$ cat src/rtl/spi_cmd_rx.sv
// rtl/spi_cmd_rx.sv - SPI mode-0 command receiver with a vblank-gated commit buffer.
module spi_cmd_rx #(
    parameter int CMD_W  = 4,
    parameter int DATA_W = 24
) (
    input  logic              clk,
    input  logic              rst_n,
    input  logic              i_sclk,
    input  logic              i_mosi,
    input  logic              i_ss_n,
    input  logic              i_vblank,
    output logic [CMD_W-1:0]  o_cmd,
    output logic [DATA_W-1:0] o_data,
    output logic              o_load,
    output logic              o_pending,
    output logic              o_overrun
);

    localparam int F  = CMD_W + DATA_W;
    localparam int CW = $clog2(F + 1);

    typedef enum logic [1:0] {S_IDLE, S_SHIFT, S_DONE} state_t;

    logic sclk_s1_q, sclk_s2_q, sclk_s3_q;
    logic mosi_s1_q, mosi_s2_q;
    logic ss_s1_q, ss_s2_q;
    logic rise;

    state_t        state_q, state_d;
    logic [CW-1:0] cnt_q, cnt_d;
    logic [F-1:0]  sh_q, sh_d;
    logic          complete;

    logic [F-1:0]      buf_q;
    logic              pending_q, load_q, overrun_q;
    logic [CMD_W-1:0]  cmd_q;
    logic [DATA_W-1:0] data_q;
    logic              commit;

    always_ff @(posedge clk) begin
        if (!rst_n) begin
            sclk_s1_q <= 1'b0;
            sclk_s2_q <= 1'b0;
            sclk_s3_q <= 1'b0;
            mosi_s1_q <= 1'b0;
            mosi_s2_q <= 1'b0;
            ss_s1_q   <= 1'b1;
            ss_s2_q   <= 1'b1;
        end else begin
            sclk_s1_q <= i_sclk;
            sclk_s2_q <= sclk_s1_q;
            sclk_s3_q <= sclk_s2_q;
            mosi_s1_q <= i_mosi;
            mosi_s2_q <= mosi_s1_q;
            ss_s1_q   <= i_ss_n;
            ss_s2_q   <= ss_s1_q;
        end
    end

    assign rise = sclk_s2_q & ~sclk_s3_q;

    // Completion is judged before the select check so a frame whose last bit
    // has already landed is not lost if ss_n rises in the same cycle.
    always_comb begin
        state_d  = state_q;
        cnt_d    = cnt_q;
        sh_d     = sh_q;
        complete = (state_q == S_SHIFT) && (cnt_q == CW'(F));
        if (ss_s2_q) begin
            state_d = S_IDLE;
            cnt_d   = '0;
        end else begin
            case (state_q)
                S_IDLE: begin
                    state_d = S_SHIFT;
                    if (rise) begin
                        sh_d  = {sh_q[F-2:0], mosi_s2_q};
                        cnt_d = cnt_q + CW'(1);
                    end
                end
                S_SHIFT: begin
                    if (complete) begin
                        state_d = S_DONE;
                    end else if (rise) begin
                        sh_d  = {sh_q[F-2:0], mosi_s2_q};
                        cnt_d = cnt_q + CW'(1);
                    end
                end
                default: state_d = S_DONE;
            endcase
        end
    end

    always_ff @(posedge clk) begin
        if (!rst_n) begin
            state_q <= S_IDLE;
            cnt_q   <= '0;
            sh_q    <= '0;
        end else begin
            state_q <= state_d;
            cnt_q   <= cnt_d;
            sh_q    <= sh_d;
        end
    end

    // Gating with load_q keeps loads at least one cycle apart.
    assign commit = pending_q & i_vblank & ~load_q;

    always_ff @(posedge clk) begin
        if (!rst_n) begin
            buf_q     <= '0;
            pending_q <= 1'b0;
            overrun_q <= 1'b0;
            load_q    <= 1'b0;
            cmd_q     <= '0;
            data_q    <= '0;
        end else begin
            load_q <= commit;
            if (commit) begin
                cmd_q  <= buf_q[F-1:DATA_W];
                data_q <= buf_q[DATA_W-1:0];
            end
            if (complete) begin
                buf_q     <= sh_q;
                pending_q <= 1'b1;
                overrun_q <= pending_q & ~commit;
            end else begin
                overrun_q <= 1'b0;
                if (commit) begin
                    pending_q <= 1'b0;
                end
            end
        end
    end

    assign o_cmd     = cmd_q;
    assign o_data    = data_q;
    assign o_load    = load_q;
    assign o_pending = pending_q;
    assign o_overrun = overrun_q;

endmodule

$ cat config.mk
export PLATFORM = sky130hd
export DESIGN_NAME = spi_cmd_rx
export DESIGN_NICKNAME = d
export VERILOG_FILES = /design/src/rtl/spi_cmd_rx.sv
export SDC_FILE = /design/constraint.sdc
export NUM_CORES = 1
export LEC_CHECK = 0
export ABC_AREA = 0
export CELL_PAD_IN_SITES_DETAIL_PLACEMENT = 1
export CELL_PAD_IN_SITES_GLOBAL_PLACEMENT = 1
export CORE_MARGIN = 2
export CORE_UTILIZATION = 26
export CTS_CLUSTER_DIAMETER = 200
export DETAILED_ROUTE_END_ITERATION = 10
export DONT_BUFFER_PORTS = 1
export GPL_ROUTABILITY_DRIVEN = 0
export PLACE_DENSITY = 0.57
export SLEW_MARGIN = 10
export SYNTH_ARGS = -nofsm -noshare
export SYNTH_HDL_FRONTEND = slang
export SYNTH_SLANG_ARGS = --single-unit
export TNS_END_PERCENT = 5
$ cat constraint.sdc
create_clock -name clk -period 2.8 [get_ports clk]
set_input_delay 0.14 -clock clk [delete_from_list [all_inputs] [get_ports clk]]
set_output_delay 0.14 -clock clk [all_outputs]
set_load 0.005 [all_outputs]
==> out/summary.txt, run 1 <==
Worst-Margin Slew: 1.06 ns
post-layout instance area: 4120 µm²
cell count after placement: 588
layout cells sized above 1: 5.40%
EDFF count, synth: 0
initial antenna violation count: 0
Core Util, Final: 29.9%
Fill cells: 1642
die area: 14900 µm²
DR DRC count: 0
clk_lat worst skew: 0.35 ns
RSZ-0062 raised after global routing: false
Initial DRC Count: 125
n_diodes: 0
number of global-route vias before repair: 2715
TritonCTS clock tree: yes
ranking of synthesized cells by area: dfxtp_1, nand2_1, a21boi_0
outcome: finished clean
Yosys reg bits: 101
clock-pin slew on the worst setup and hold paths: 0.06 ns
PwrDens: 658 nW/µm²
antenna viol nets, final: 0
Setup crit end kind: flop
Setup WS pre-CTS: 0.643 ns
Yosys warning count: 0
Tcrit/Tclk final: 74.9%
Post-synth top cells: nand2_1, dfxtp_1, a21oi_1
max_slew headroom: 29.2%
Synth area leader: dfxtp_1
Metal-1 WL: 3540 µm
kind of critical path: flop to flop
startpoint types: flop
multi-input logic area: 1470 µm²
post-detail-place hpwl: 4610 µm
DP Area: 3780 µm²
Syn Area/Cell: 8.37 µm²
worst-case clock buffer depth: 2
chip height: 122 µm
Leak Pwr: 1.29 nW
CTS H-tree lvls: 3
final worst-path setup slack: 0.704 ns
WL met3: 323 µm
count of max-cap constraint violations: 0
clk sinks: 101
Period minus WS final: 2.10 ns
share of the yosys chip area belonging to registers: 55.6%
most frequent cell after synthesis: nand2_1
synthesized instance count: 434
CP arrival: 2.36 ns
number of CTS-inserted buffers: 9
final setup fails: 0
TritonRoute pass-1 iters: 4
Area Overhead vs Synth: 13.2%
final hold vios: 0
Resized cells post-CTS: 0
met2 wire length: 3480 µm
WL final: 7480 µm
Rows: 43
port bufs: 0
Die W: 122 µm
Worst Skew: 0.00683 ns
Congestion Overflow GR: 0
Yosys cell types: 33
first-pass GRT wire length: 12900 µm
power after layout: 2.71 mW
Top Layer Used: met4
core area: 13800 µm²
top-area cell type share of the netlist area: 55.6%
share of flip-flops with an asynchronous set or reset: 0%
largest net degree at the start of global routing: 87
total negative setup slack: 0 ns
nets@finish: 431
Cell Area, Synth: 3630 µm²
total global-route track usage: 11.0%
Max Freq: 477 MHz
Worst Hold Class: input port to flop
Hold Slack: 0.117 ns
root buffer cell: clkbuf_16
worst vdd ir: 0.290 mV
Mapped Nets: 442
I/O pins: 37
Slew Limit Fails: 0
Layout Cells excl Fill: 606
routed vias: 2714
Critical Path RT: 3.06 ns
vias per cell: 4.48
starting density of the core: 26.4%
critical-path maximum fanout: 30
WL/cell: 12.3 µm
dominant synthesized flop cell: dfxtp_1
register area: 2020 µm²
## where the power goes
group	internal (mW)	switching (mW)
registers	1.44	0.00193
clock network	0.707	0.512
logic	0.0171	0.0307
## placed cells by master, fill, tap and decap left out, types with 3 or more instances in the layout
cell           count
dlygate4sd3_1      3
inv_1              4
dfxtp_1          101
nand3_1           30
a21boi_0          24
nor2_1            11
clkbuf_16          9
o21ai_0           27
nand2_1          145
a21oi_1           33
and2_1             4
buf_4              3
nand2b_1           3
## layer usage
metal  vias to the layer above  global-route usage [%]
met3                        10                    3.81
met5                         -                       0
li1                       1393                       -
met4                         0                    5.03
met1                      1279                    13.1
met2                        32                    17.8
## flip-flops by register name, summed over array words and instances, names as in the netlist
register,cells
o_data,24
cnt_q,5
mosi_s2_q,1
state_q,2
o_cmd,4
sclk_s2_q,1
buf_q,28
o_overrun,1
sclk_s1_q,1
sh_q,28
sclk_s3_q,1
ss_s2_q,1
ss_s1_q,1
mosi_s1_q,1
o_load,1
o_pending,1
## kinds of logic after synthesis
group	after synthesis	share of synthesized area (%)
adders and majority gates	2	0.688
xor gates and xnor gates	1	0.241
muxes	3	0.861
buffers and inverters	35	4.44
and+or+nand+nor	204	23.6
AOI/OAI and AO/OA	88	14.6
DFF	101	55.6
## critical path: stages (launching register included)
cell and delay (ns):
dfxtp_1 0.40, inv_1 0.06, ha_1 0.22, nand3_1 0.17, or3_1 0.85, nand2_1 0.10
a21boi_0 0.21
## final timing paths
check / cells after the start / endpoint / slack, ns / startpoint
max: 6 / buf_q[14]$_SDFFE_PN0P_ / 0.70 / cnt_q[0]$_SDFFE_PP0P_
min: 2 / ss_s2_q$_SDFF_PN1_ / 0.12 / rst_n
max reg2reg: 6 / buf_q[14]$_SDFFE_PN0P_ / 0.70 / cnt_q[0]$_SDFFE_PP0P_
min reg2reg: 1 / ss_s2_q$_SDFF_PN1_ / 0.41 / ss_s1_q$_SDFF_PN1_
## cell type report
class	count	area share, %
sequential	101	49.1
clock inverter	2	0.851
clock buffer	12	5.99
tap	180	5.47
timing repair buffer	8	2.43
inverter	5	0.456
multi-input combinational	298	35.7
## what timing repair did
| item | in CTS | in global routing |
|---|---|---|
| endpoints found under the setup margin | 0 | 0 |
| endpoints found under the hold margin | 58 | 0 |
| hold buffers | 4 | 0 |
| buffers inserted | 0 | 0 |
(Power assumes the default switching activity.)
==> inputs of run 2 (changes only) <==
==> constraint.sdc (replaced) <==
create_clock -name clk -period 2 [get_ports clk]
set_input_delay 0.1 -clock clk [delete_from_list [all_inputs] [get_ports clk]]
set_output_delay 0.1 -clock clk [all_outputs]
set_load 0.005 [all_outputs]
==> out/summary.txt, run 2 (synthesis gave the netlist of run 1 again) <==
TritonCTS clock tree: yes
Max Freq: 523 MHz (+9.6%)
starting density of the core: 26.4% (unchanged)
grt met2 use: 16.9% (-0.87 points)
post-detail-place hpwl: 4770 µm (+3.4%)
hold buffer count at cts: 4 (unchanged)
CP arrival: 2.14 ns (-0.22 ns)
final worst-path setup slack: 0.0882 ns (-0.616 ns)
Congestion Overflow GR: 0 (unchanged)
count of max-cap constraint violations: 0 (unchanged)
Hold Slack: -0.000648 ns (-0.118 ns)
power after layout: 3.88 mW (+43%)
critical-path maximum fanout: 4 (-87%)
outcome: complete, but fails checks
DR DRC count: 0 (unchanged)
number of global-route vias before repair: 2560 (-5.7%)
worst vdd ir: 0.352 mV (+21%)
WL/cell: 12.3 µm (about the same)
final hold vios: 1 (+1)
register-to-register setup slack: 0.09 ns (-0.62 ns)
layout cells sized above 1: 7.39% (+2.0 points)
port bufs: 0 (unchanged)
slowest stage delay, CP: 0.39 ns (-0.46 ns)
CTS H-tree lvls: 3 (unchanged)
TritonRoute pass-1 iters: 4 (unchanged)
post-layout instance area: 4190 µm² (+1.8%)
failing checks: hold timing
Critical Path RT: 2.23 ns (-0.83 ns)
Buf/Inv on CP: 2 (+1)
Worst-Margin Slew: 0.605 ns (-0.457 ns)
clk_lat worst skew: 0.35 ns (about the same)
routed vias: 2732 (+0.66%)
WL final: 7570 µm (+1.1%)
Worst Hold Class: input port to flop
die area: 14900 µm² (unchanged)
Resized cells post-CTS: 0 (unchanged)
total global-route track usage: 10.9% (-0.093 points)
most frequent cells in the layout: nand2_1, dfxtp_1, a21oi_1
nets@finish: 437 (+1.4%)
Worst R2R End: cnt_q[1]$_SDFFE_PP0P_
Area Overhead vs Synth: 15.2%
chip height: 122 µm (unchanged)
PwrDens: 927 nW/µm² (+41%)
Die W: 122 µm (unchanged)
number of CTS-inserted buffers: 9 (unchanged)
RSZ-0062 raised after global routing: false
root buffer cell: clkbuf_16
met1 Use GR: 13.5% (+0.40 points)
slowest CP cell: dfxtp_1
vias per cell: 4.46 (-0.49%)
Largest delay share family, worst path: flip-flops
I/O pins: 37 (unchanged)
clock-pin slew on the worst setup and hold paths: 0.07 ns (about the same)
Tcrit/Tclk final: 95.6% (+21 points)
Post-CTS Setup Bufs: 0 (unchanged)
startpoint types: flop
first-pass GRT wire length: 12700 µm (-1.5%)
initial antenna violation count: 0 (unchanged)
core area: 13800 µm² (unchanged)
n_diodes: 0 (unchanged)
Worst Skew: 0.00850 ns (+0.00167 ns)
largest net degree at the start of global routing: 87 (unchanged)
Leak Pwr: 1.33 nW (+3.5%)
Worst Hold Endpoint: o_data[8]$_SDFFE_PN0P_
total negative setup slack: 0 ns (unchanged)
Initial DRC Count: 115 (-8.0%)
DP Area: 3820 µm² (+1.2%)
crit-path cells: inv_1 -> ha_1 -> and4_1 -> a2111oi_4 -> buf_4 -> mux2i_1 -> nor2_1
kind of critical path: flop to flop
Period minus WS final: 1.91 ns (-0.184 ns)
Setup WS pre-CTS: 0.0858 ns (-0.557 ns)
clk sinks: 101 (unchanged)
Global Route met3 Usage: 3.53% (-0.28 points)
hold_sp: rst_n
final setup fails: 0 (unchanged)
Rows: 43 (unchanged)
worst-case clock buffer depth: 2 (unchanged)
worst reg2reg path depth: 7 (+1)
Setup crit end kind: flop
Slew Limit Fails: 0 (unchanged)
max_slew headroom: 59.7% (+30 points)
busiest metal layer after global routing: met2
commonest non-fill, non-tap cell in the layout: nand2_1
antenna viol nets, final: 0 (unchanged)
Worst Hold Depth: 2 (unchanged)
Worst R2R Start: cnt_q[0]$_SDFFE_PP0P_
[run 2: cell count changes in the layout (fill, tap and decap cells not counted), sizes merged]
cell	previous run	this run
clkinv	2	3
buf	5	11
[run 2: final cells by class]
cell class,count,area (µm²)
Fill cell,1661,9580
Sequential cell,101,2020
Multi-Input combinational cell,298,1470
Clock buffer,12,267
Tap cell,180,225
Timing Repair Buffer,14,145
Clock inverter,3,43.8
Inverter,5,18.8
[run 2: through the flow]
step | utilization [%] | std cells
after floorplan | - | 434
after global placement | 27.7 | 594
after detailed placement | 27.7 | 594
after CTS | 30.4 | 613
after global routing | 30.4 | 613
final | 30.4 | 613
[run 2: routing by layer]
layer	vias to the layer above	wire length [µm]
met5	-	0
met3	14	305
li1	1409	-
met4	0	170
met2	30	3460
met1	1279	3630
[run 2: how the worst max path moves through the flow]
stage	start	to	cells past startpoint
floorplan	cnt_q[0]$_SDFFE_PP0P_	cnt_q[3]$_SDFFE_PP0P_	6
global placement	cnt_q[0]$_SDFFE_PP0P_	cnt_q[3]$_SDFFE_PP0P_	6
detailed placement	cnt_q[0]$_SDFFE_PP0P_	cnt_q[1]$_SDFFE_PP0P_	7
CTS	cnt_q[0]$_SDFFE_PP0P_	cnt_q[1]$_SDFFE_PP0P_	7
global route	cnt_q[0]$_SDFFE_PP0P_	cnt_q[1]$_SDFFE_PP0P_	7
finish	cnt_q[0]$_SDFFE_PP0P_	cnt_q[1]$_SDFFE_PP0P_	7
[run 2: report_power, final]
group	internal, mW	total (mW)	switching, mW
clock network	1.06	1.79	0.727
registers	2.02	2.02	0.00285
logic	0.0264	0.0705	0.0441
total	3.11	3.88	0.774
==> inputs of run 3 (changes only) <==
--- a/config.mk
+++ b/config.mk
@@ -14,6 +14,7 @@
 export DETAILED_ROUTE_END_ITERATION = 10
 export DONT_BUFFER_PORTS = 1
 export GPL_ROUTABILITY_DRIVEN = 0
+export GPL_TIMING_DRIVEN = 0
 export PLACE_DENSITY = 0.57
 export SLEW_MARGIN = 10
 export SYNTH_ARGS = -nofsm -noshare
==> constraint.sdc (replaced) <==
create_clock -name clk -period 2.1 [get_ports clk]
set_input_delay 0.105 -clock clk [delete_from_list [all_inputs] [get_ports clk]]
set_output_delay 0.105 -clock clk [all_outputs]
set_load 0.005 [all_outputs]
==> out/summary.txt, run 3 (synthesis gave the netlist of run 1 again) <==
Area Overhead vs Synth: 14.7%
critical-path maximum fanout: 4 (unchanged)
vias per cell: 4.47 (+0.35%)
initial antenna violation count: 0 (unchanged)
Global Route met3 Usage: 3.35% (-0.19 points)
I/O pins: 37 (unchanged)
Setup crit end kind: flop
CP arrival: 2.15 ns (about the same)
number of global-route vias before repair: 2834 (+11%)
Worst Hold Class: input port to flop
Post-CTS Setup Bufs: 0 (unchanged)
Congestion Overflow GR: 0 (unchanged)
worst-case clock buffer depth: 2 (unchanged)
count of max-cap constraint violations: 0 (unchanged)
number of CTS-inserted buffers: 9 (unchanged)
busiest metal layer after global routing: met2
Hold Slack: 0.127 ns (+0.128 ns)
starting density of the core: 26.4% (unchanged)
PwrDens: 853 nW/µm² (-8.0%)
clock-pin slew on the worst setup and hold paths: 0.07 ns (about the same)
crit-path cells: inv_1 -> ha_1 -> and4_1 -> a2111oi_4 -> nand4_1 -> mux2_2
Max Freq: 524 MHz (+0.13%)
Largest delay share family, worst path: simple AND/OR/NAND/NOR gates
WL final: 8420 µm (+11%)
clk sinks: 101 (unchanged)
register-to-register setup slack: 0.19 ns (+0.10 ns)
Die W: 122 µm (unchanged)
cell count after placement: 614 (+3.4%)
routed vias: 2831 (+3.6%)
outcome: finished clean
Worst Skew: 0.0106 ns (+0.00209 ns)
root buffer cell: clkbuf_16
max_slew headroom: 60.6% (+0.91 points)
CTS H-tree lvls: 3 (unchanged)
Slew Limit Fails: 0 (unchanged)
clk_lat worst skew: 0.35 ns (about the same)
commonest non-fill, non-tap cell in the layout: nand2_1
Worst-Margin Slew: 0.592 ns (-0.0137 ns)
post-detail-place hpwl: 6060 µm (+27%)
nets@finish: 456 (+4.3%)
Critical Path RT: 2.34 ns (+0.11 ns)
RSZ-0062 raised after global routing: true
worst vdd ir: 0.352 mV (about the same)
Rows: 43 (unchanged)
Period minus WS final: 1.91 ns (-0.00246 ns)
most frequent cells in the layout: nand2_1, dfxtp_1, a21oi_1
layout cells sized above 1: 5.74% (-1.7 points)
TritonRoute pass-1 iters: 4 (unchanged)
Leak Pwr: 1.31 nW (-1.8%)
kind of critical path: flop to flop
Layout Cells excl Fill: 633 (+3.3%)
final setup fails: 0 (unchanged)
chip height: 122 µm (unchanged)
total global-route track usage: 12.1% (+1.2 points)
grt met2 use: 19.2% (+2.3 points)
slowest CP cell: a2111oi_4
startpoint types: flop
n_diodes: 0 (unchanged)
TritonCTS clock tree: yes
largest net degree at the start of global routing: 16 (-82%)
slowest stage delay, CP: 0.41 ns (+0.02 ns)
met1 Use GR: 15.2% (+1.7 points)
port bufs: 0 (unchanged)
WL/cell: 13.3 µm (+7.8%)
DR DRC count: 0 (unchanged)
final hold vios: 0 (-1)
antenna viol nets, final: 0 (unchanged)
Tcrit/Tclk final: 90.9% (-4.7 points)
die area: 14900 µm² (unchanged)
first-pass GRT wire length: 14000 µm (+11%)
Buf/Inv on CP: 1 (-1)
Initial DRC Count: 102 (-11%)
core area: 13800 µm² (unchanged)
run 3: cell type report:
| cell class | count | area [µm²] |
|---|---|---|
| clock inverters | 3 | 21.3 |
| plain buffers | 30 | 143 |
| fillers | 1654 | 9600 |
| well taps | 180 | 225 |
| multi-input cells | 298 | 1460 |
| clock buffers | 13 | 250 |
| flip-flops and latches | 101 | 2020 |
| inverters | 5 | 18.8 |
| repair buffers | 3 | 30.0 |
run 3: worst reg2reg max path: cells and delay by family (launching register included):
kind	cells	cell delay (ns)
AOI/OAI and AO/OA	1	0.41
adders and majority gates	1	0.22
buffers and inverters	1	0.06
DFF	1	0.38
muxes	1	0.29
and+or+nand+nor	2	0.43
run 3: path summary, 6_finish.rpt:
kind,end,start,depth (start not counted)
max,cnt_q[3]$_SDFFE_PP0P_,cnt_q[0]$_SDFFE_PP0P_,6
min reg2reg,ss_s2_q$_SDFF_PN1_,ss_s1_q$_SDFF_PN1_,1
max reg2reg,cnt_q[3]$_SDFFE_PP0P_,cnt_q[0]$_SDFFE_PP0P_,6
min,o_data[1]$_SDFFE_PN0P_,i_vblank,4
run 3: repair_timing:
action / CTS / global route
resized for setup: 0 / 2
setup endpoints to repair: 0 / 31
hold buffers: 3 / 0
endpoints found under the hold margin: 3 / 0
run 3: per-layer routing:
layer  part of all wire (%)  up-vias
li1                       -     1451
met1                     49     1334
met2                     45       30
met3                    3.4       16
met4                    2.5        0
met5                      0        -
run 3: per-stage QoR:
step / utilization [%] / power [mW] / worst slack, ns / area (µm²) / TNS (ns)
2_1_floorplan: - / 2.01 / 0.285 / 3630 / 0
3_3_place_gp: 28.0 / 2.04 / 0.0964 / 3860 / 0
3_5_place_dp: 28.0 / 2.04 / 0.0616 / 3860 / 0
4_1_cts: 30.2 / 3.61 / 0.0465 / 4160 / 0
5_1_grt: 30.3 / 3.69 / -0.0329 / 4170 / -0.109
6_report: 30.3 / 3.56 / 0.191 / 4170 / 0
run 3: power by group:
group	switching (mW)	internal [mW]
logic	0.0508	0.0219
registers	0.00272	1.92
clock network	0.721	0.838
total	0.774	2.78
